--- src/rtl/pipe_ctrl.sv ---
// Pipeline stage controller: per-stage enable/reset strobes, upstream stall
// propagation and a debug run/drain/halt/single-step state machine.
module pipe_ctrl #(
    parameter int unsigned if_lanes  = 4,
    parameter int unsigned id_lanes  = 2,
    parameter int unsigned be_stages = 3,
    parameter int unsigned step_freq = 0
) (
    input  logic                 clk,
    input  logic                 rst,
    input  logic                 en,
    input  logic [if_lanes-1:0]  mgr_if_en,
    input  logic [if_lanes-1:0]  mgr_if_rst,
    input  logic [id_lanes-1:0]  mgr_id_en,
    input  logic [id_lanes-1:0]  mgr_id_rst,
    input  logic [be_stages-1:0] be_stall,
    input  logic [be_stages-1:0] be_valid,
    input  logic                 issue,
    input  logic                 retire,
    input  logic                 dbg_halt_req,
    input  logic                 dbg_resume,
    input  logic                 dbg_step,
    output logic [if_lanes-1:0]  if_en,
    output logic [if_lanes-1:0]  if_rst,
    output logic [id_lanes-1:0]  id_en,
    output logic [id_lanes-1:0]  id_rst,
    output logic [be_stages-1:0] be_en,
    output logic [be_stages-1:0] be_rst,
    output logic                 halted,
    output logic [31:0]          retire_cnt
);

    typedef enum logic [1:0] {
        S_RUN    = 2'd0,
        S_DRAIN  = 2'd1,
        S_HALTED = 2'd2,
        S_STEP   = 2'd3
    } state_t;

    localparam logic [31:0] STEP_LAST = (step_freq == 0) ? '0 : 32'(step_freq - 1);

    state_t               r_state;
    logic [31:0]          r_step_cnt;
    logic [31:0]          r_retire_cnt;
    logic [be_stages-1:0] w_stall_at;
    logic                 w_fe_ok;
    logic                 w_live;

    // A stall at stage j freezes j and everything upstream of it.
    always_comb begin
        w_stall_at = '0;
        for (int unsigned k = 0; k < be_stages; k++) begin
            for (int unsigned j = k; j < be_stages; j++) begin
                if (be_stall[j]) w_stall_at[k] = 1'b1;
            end
        end
    end

    assign w_live  = en && !rst;
    assign w_fe_ok = ((r_state == S_RUN) || (r_state == S_STEP)) && !w_stall_at[0];

    assign if_en  = (w_live && w_fe_ok) ? mgr_if_en : '0;
    assign id_en  = (w_live && w_fe_ok) ? mgr_id_en : '0;
    assign if_rst = {if_lanes{rst}} | mgr_if_rst;
    assign id_rst = {id_lanes{rst}} | mgr_id_rst;
    assign be_en  = (w_live && (r_state != S_HALTED)) ? ~w_stall_at : '0;
    assign be_rst = {be_stages{rst}};

    assign halted     = (r_state == S_HALTED);
    assign retire_cnt = r_retire_cnt;

    always_ff @(posedge clk) begin
        if (rst) begin
            r_state      <= S_RUN;
            r_step_cnt   <= '0;
            r_retire_cnt <= '0;
        end else if (en) begin
            if (retire) r_retire_cnt <= r_retire_cnt + 32'd1;
            unique case (r_state)
                S_RUN: begin
                    if (dbg_halt_req) begin
                        r_state    <= S_DRAIN;
                        r_step_cnt <= '0;
                    end else if ((step_freq != 0) && retire && (r_step_cnt == STEP_LAST)) begin
                        r_state    <= S_DRAIN;
                        r_step_cnt <= '0;
                    end else if (retire) begin
                        r_step_cnt <= r_step_cnt + 32'd1;
                    end
                end
                S_DRAIN: begin
                    if (be_valid == '0) r_state <= S_HALTED;
                end
                S_HALTED: begin
                    if (dbg_resume) begin
                        r_state    <= S_RUN;
                        r_step_cnt <= '0;
                    end else if (dbg_step) begin
                        r_state <= S_STEP;
                    end
                end
                S_STEP: begin
                    if (dbg_halt_req || issue) r_state <= S_DRAIN;
                end
                default: r_state <= S_RUN;
            endcase
        end
    end

endmodule

--- config.mk ---
export PLATFORM = sky130hd
export DESIGN_NAME = pipe_ctrl
export DESIGN_NICKNAME = d
export VERILOG_FILES = /design/src/rtl/pipe_ctrl.sv
export SDC_FILE = /design/constraint.sdc
export NUM_CORES = 1
export LEC_CHECK = 0
export BUFFER_PORTS_ARGS = -buffer_cell sky130_fd_sc_hd__buf_4
export CAP_MARGIN = 20
export CORE_ASPECT_RATIO = 2
export CORE_UTILIZATION = 40
export CTS_CLUSTER_SIZE = 25
export DETAILED_ROUTE_END_ITERATION = 8
export GPL_ROUTABILITY_DRIVEN = 0
export PLACE_DENSITY = 0.76
export SETUP_SLACK_MARGIN = 0.4
export SYNTH_ARGS = -nofsm -noshare
export SYNTH_HDL_FRONTEND = slang
export SYNTH_SLANG_ARGS = --single-unit
--- constraint.sdc ---
create_clock -name clk -period 1.7 [get_ports clk]
set_clock_uncertainty 0.15 [all_clocks]
set_input_delay 0.17 -clock clk [delete_from_list [all_inputs] [get_ports clk]]
set_output_delay 0.17 -clock clk [all_outputs]
set_load 0.02 [all_outputs]
=== Yosys cells after proc, flatten, opt, wreduce, memory -nomap -nowiden ===
Index checks and enable logic that the tools add are counted.

* Flip-flop bits (word level): 34
* Input port bits: 26
* Output and inout bits: 51

* Add/subtract/negate cells: 1
* Equality and inequality tests: 8
* Mux-type cells: 15
* Bitwise logic cells: 3
* Reductions and logical operators: 12

{| class="wikitable"
|+ Operators by type and width
! operator !! number
|-
| 32-bit by 1-bit adder with 32-bit output (second input constant) || 1
|-
| 2-bit two-way mux || 6
|-
| 2-bit one-hot mux with 4 select lines || 1
|-
| 1-bit two-way mux || 6
|-
| 2-bit != test (second input constant) || 3
|-
| 5-bit AND reduction || 1
|-
| 2-bit equality test (second input constant) || 2
|-
| 1-bit logical AND || 4
|-
| 4-bit two-way mux || 1
|-
| 4-bit OR || 1
|-
| 3-bit zero test || 1
|-
| 3-bit two-way mux || 1
|-
| 3-bit != test (second input constant) || 1
|-
| 3-bit inverter || 1
|-
| 2-bit by 1-bit equality test with 1-bit output (second input constant) || 1
|-
| 1-bit zero test || 2
|-
| 2-bit zero test || 1
|-
| 1-bit logical OR || 2
|-
| 2-bit by 1-bit != test with 1-bit output (second input constant) || 1
|-
| 2-bit OR || 1
|-
| 2-bit AND reduction || 1
|}

=== Longest topological paths before layout ===
* Word-level depth: 7
* Depth in mapped cells: 7
* Mapped depth without buffers: 6

=== Least setup slack after synthesis ===
Ideal clock, no wire load.

* Path kind: register -> register
* Start: register r_retire_cnt[7], in the netlist retire_cnt[7]
* End: register r_retire_cnt[30], in the netlist retire_cnt[30]
* Library setup time: 0.123 ns
* Arrival time: 1.762 ns
* Data required time: 1.427 ns
* Path slack: -0.335 ns
* Cell stages (with the launch flop): 6
* Path buffers: 1
* Cell sequence: dfxtp_1 > and4_1 > nand4_1 > clkbuf_1 > nor4_1 > mux2_1

* Cells in the longest elaborated chain, start to end: 1

{| class="wikitable"
|+ Ends and longest elaborated chain
! element !! line !! text
|-
| from (decl) || 44 || <nowiki>logic [31:0] r_retire_cnt;</nowiki>
|-
| from (signal assigned) || 78 || <nowiki>if (retire) r_retire_cnt <= r_retire_cnt + 32'd1;</nowiki>
|-
| 32-bit by 1-bit adder with 32-bit output || 78 ||
|}

Every way passes these cells.
A chain may end at the register's enable or synchronous reset.

=== Worst setup path after layout ===
* Start: register r_state[0]
* End: output port if_en[0]

* Cells in the longest elaborated chain, start to end: 5

{| class="wikitable"
|+ Ends and longest elaborated chain
! element !! line !! text
|-
| from (decl) || 42 || <nowiki>state_t r_state;</nowiki>
|-
| from (signal assigned) || 74 || <nowiki>r_state <= S_RUN;</nowiki>
|-
| from (signal assigned) || 82 || <nowiki>r_state <= S_DRAIN;</nowiki>
|-
| from (signal assigned) || 85 || <nowiki>r_state <= S_DRAIN;</nowiki>
|-
| 2-bit equality test / 2-bit zero test (equally long branches) || - ||
|-
| 1-bit logical OR * || 60 || <nowiki>assign w_fe_ok = ((r_state == S_RUN) || (r_state == S_STEP)) && !w_stall_at[0];</nowiki>
|-
| 1-bit logical AND * || 60 ||
|-
| 1-bit logical AND * || 62 || <nowiki>assign if_en = (w_live && w_fe_ok) ? mgr_if_en : '0;</nowiki>
|-
| 4-bit two-way mux * || 62 ||
|-
| to (decl) || 23 || <nowiki>output logic [if_lanes-1:0] if_en,</nowiki>
|}

Mark *: on every way between the ends. The rest lies on a longest branch, timed or not.

==> out/summary.md <==
Setup repair after global routing could not meet its margin everywhere. The count of antenna-violating nets left after detailed routing was 0; the maximum clock path buffer count was 2. For hold timing, the worst endpoint is retire_cnt[23]$_SDFFE_PP0P_.

For this block, the routed nets add up to 7800 um of wire. The critical-path maximum fanout came out at 6. The clock transition time at the flip-flop clock pins of the worst setup and hold paths is 80 ps. On the critical path, the stage with the largest delay is an instance of sky130_fd_sc_hd__dfxtp_4.

The endpoint identified for the worst register-to-register timing path is retire_cnt[26]$_SDFFE_PP0P_. The finished cells cover 0.00359 mm^2. The run gives 4300 um as the HPWL after detailed placement. The worst register-to-register path has a depth of 6. A synthesized cell averages 8.35 um^2. The kind of end point of the critical path was an output pin. The logs give 2,437 for the via count of the routed design and 0 for the DRC violation count after routing. The layout overhead on the synthesized area came out at 92.1%.

Leaving out fill and tap cells, the most frequent cells in the layout are sky130_fd_sc_hd__buf_4 (116), sky130_fd_sc_hd__buf_6 (29), sky130_fd_sc_hd__nor2_1 (15), sky130_fd_sc_hd__dfxtp_4 (15), sky130_fd_sc_hd__o31ai_1 (14). The repair_antennas step left the layout with diodes totalling 0. The tools report the startpoint kind of the worst setup timing path as a flip-flop. The arrival time reported for the critical path endpoint was 1580 ps. The worst hold path belongs to the class input pin to flip-flop.

In this run the cell area of the synthesized design comes to 0.00187 mm^2. After layout, the minimum clock period comes to 1900 ps. Leaving out fill and tap cells, the most frequent cell in the layout is sky130_fd_sc_hd__buf_4. After the first detailed-routing iteration, the DRC count stood at 103. The fraction of registers with async set or reset after synthesis is 0.

The max-slew violation count is 0. The logs give 0.364 for the sequential share of the synthesized area and 0.423 for the effective utilization at floorplan. For the final hold violation count, the log shows 0. Setup slack on the worst reg-to-reg path comes out at -160 ps. The count of unique library cells instantiated by Yosys is 32. Clock network latency to the later pin of the worst-skew pair: 290 ps. Buffers inserted to repair hold after CTS numbered 0. The die covers 0.00497 mm^2. The total power divided by cell area works out to 451 mW/mm^2. For the total power consumption of the routed design, the log shows 0.00162 W. In this run the cell area measured after placement is 0.00299 mm^2.

The core region is 0.00442 mm^2. The total of buffers placed on input and output ports was 76. The largest single stage delay on the critical path is 370 ps.

The final-report setup violation count is 27, and the number of detailed-route iterations in the first pass is 4. The ratio of routed vias to standard cells works out to 5.84. The tree built by TritonCTS fans out to 34 sinks. Synthesis produced a netlist whose cell count is 224. The critical path in this run is classified as flip-flop to output pin. Across the VDD grid, the largest voltage drop is 523 uV.

The flop and latch count out of synthesis is 34, and the wire length per cell is 18.7 um. The final reports fail on negative setup slack. For the number of rows in the core area, the log shows 34. The cell family contributing the most delay on the critical path is flip-flops.

The number of buffers and inverters on the critical path is 3. Once layout is complete, the cells apart from fillers number 417. The final critical-path setup slack was -195 ps; the number of enable-type register cells in the synthesized netlist was 0.

The tools report the placement-stage worst setup slack as -106 ps. TritonCTS built the clock tree. Initial antenna violation count: 0. The number of placed instances, taps included is 384, and the worst hold path depth is 3. Entering global routing, the biggest net connects 32 pins.

The combined global-route utilization of all metal layers was 0.289. The number of clock buffers added by TritonCTS is 5. The startpoint identified for the worst hold timing path is rst. In this run the static leakage power is 1.54 nW.

The first global-routing pass estimated 11,100 um of wire. For the number of global-route vias before repair, the log shows 2,439. Max-cap violations in this run came to 0. From left edge to right edge, the die measures 50.3 um. The vertical die dimension was 98.7 um. The net count of the finished layout is 393.

The run finished, with violations left. The critical path goes through inv_4 > ha_4 > nor4_4 > buf_4 > and2_4 > buf_6. The fraction of the cycle the final worst path needs works out to 1.11. Static timing analysis puts the maximum clock frequency at 528 MHz. The net count after synthesis came out at 255.

The number of warning messages in the yosys log is 0, and the number of I/O pins is 77. For the required arrival time at the worst endpoint, the log shows 1380 ps. The tools report the worst slew margin relative to its limit as 0.733.

The tools report the clock root buffer as sky130_fd_sc_hd__clkbuf_8. The share of layout cells above drive strength 1 is 0.691, and the CTS H-tree depth is 2. In this run the critical register-to-register path is launched from retire_cnt[8]$_SDFFE_PP0P_. For this run the aggregate overflow at the end of global routing stands at 0.

Among all flip-flop cells after synthesis, the most frequent one is sky130_fd_sc_hd__dfxtp_1. At the pin with the least slew margin, the transition time is 401 ps.
-- worst register-to-register path: stages, from the launching register on --
cell                      delay (ps)
sky130_fd_sc_hd__dfxtp_4         350
sky130_fd_sc_hd__and4_4          240
sky130_fd_sc_hd__nand4_1         130
sky130_fd_sc_hd__buf_4           160
sky130_fd_sc_hd__buf_6           130
sky130_fd_sc_hd__or4_1           490
sky130_fd_sc_hd__a21oi_1         130
-- metal layers --
metal	share of wire	wire length, um	track usage	vias to the layer above
met5	0	0	0	-
met4	0.039	302	0.137	0
met3	0.059	463	0.0509	36
met2	0.58	4530	0.571	136
met1	0.32	2500	0.266	1166
li1	-	-	-	1099
-- flip-flops by register name, summed over array words and instances (netlist names) --
signal / cells
r_state: 2
retire_cnt: 32
-- cell families (layout without fill, tap and decap cells) --
kind of cell	count (synthesis)	in the layout	synth area share
AO/OA/AOI/OAI	44	44	0.144
XOR/XNOR	11	11	0.0515
adder cells (fa/ha/maj)	5	5	0.0335
buffers and inverters	22	159	0.0589
flip-flops	34	34	0.364
multiplexers	3	3	0.0174
AND/OR/NAND/NOR	105	107	0.331
-- how the worst max path moves through the flow --
| stage | from | end | cells after the start |
|---|---|---|---|
| finish | r_state[0]$_SDFFE_PP0P_ | if_en[0] | 6 |
| global route | r_state[0]$_SDFFE_PP0P_ | if_en[3] | 6 |
| CTS | r_state[1]$_SDFFE_PP0P_ | if_en[0] | 6 |
| detailed placement | retire_cnt[1]$_SDFFE_PP0P_ | retire_cnt[14]$_SDFFE_PP0P_ | 5 |
| global placement | retire_cnt[1]$_SDFFE_PP0P_ | retire_cnt[14]$_SDFFE_PP0P_ | 5 |
| floorplan | retire_cnt[1]$_SDFFE_PP0P_ | retire_cnt[16]$_SDFFE_PP0P_ | 6 |
-- through the flow --
step	util	setup TNS [ps]	hold slack, ps
2_1_floorplan	-	-403	227
3_3_place_gp	0.677	-253	337
3_5_place_dp	0.677	-773	357
4_1_cts	0.770	-1810	78.7
5_1_grt	0.812	-4290	98.2
6_report	0.812	-2990	98.8
-- synth_stat cells, types with 2 or more instances --
library cell,instances,share of area
sky130_fd_sc_hd__a21oi_1,20,0.054
sky130_fd_sc_hd__and2_1,11,0.037
sky130_fd_sc_hd__and3_1,3,0.010
sky130_fd_sc_hd__and4_1,6,0.028
sky130_fd_sc_hd__buf_2,4,0.011
sky130_fd_sc_hd__buf_4,4,0.016
sky130_fd_sc_hd__clkbuf_1,8,0.016
sky130_fd_sc_hd__dfxtp_1,34,0.36
sky130_fd_sc_hd__ha_1,5,0.033
sky130_fd_sc_hd__inv_1,5,0.010
sky130_fd_sc_hd__mux2_1,2,0.012
sky130_fd_sc_hd__nand2_1,11,0.022
sky130_fd_sc_hd__nand2b_1,2,0.0067
sky130_fd_sc_hd__nand3_1,10,0.027
sky130_fd_sc_hd__nand4_1,10,0.033
sky130_fd_sc_hd__nor2_1,16,0.032
sky130_fd_sc_hd__nor2b_1,3,0.010
sky130_fd_sc_hd__nor3_1,2,0.0054
sky130_fd_sc_hd__nor4_1,4,0.013
sky130_fd_sc_hd__o21ai_0,6,0.016
sky130_fd_sc_hd__o31a_1,2,0.0094
sky130_fd_sc_hd__o31ai_1,15,0.060
sky130_fd_sc_hd__or2_2,6,0.020
sky130_fd_sc_hd__or3_1,4,0.013
sky130_fd_sc_hd__or4_1,15,0.060
sky130_fd_sc_hd__xnor2_1,2,0.0094
sky130_fd_sc_hd__xor2_1,9,0.042
-- layout make-up --
cell class | instances | area, um^2
clock buffers | 5 | 68.8
fillers | 266 | 833
repair buffers | 146 | 1210
inverters | 5 | 23.8
well taps | 54 | 67.6
multi-input cells | 170 | 1450
clock inverters | 3 | 16.3
flip-flops and latches | 34 | 751
-- power by group --
part	internal (W)	switching, W	total, W
registers	0.000782	0.00000795	0.000790
clock network	0.000281	0.000316	0.000597
logic	0.000118	0.000114	0.000232
-- repair_timing --
action | in CTS | in global routing
cloned | 4 | 0
resized for setup | 51 | 36
buffers inserted | 16 | 5
setup endpoints to repair | 41 | 43
pin swaps | 29 | 20
No activity file was read; power rests on OpenSTA's default activity.
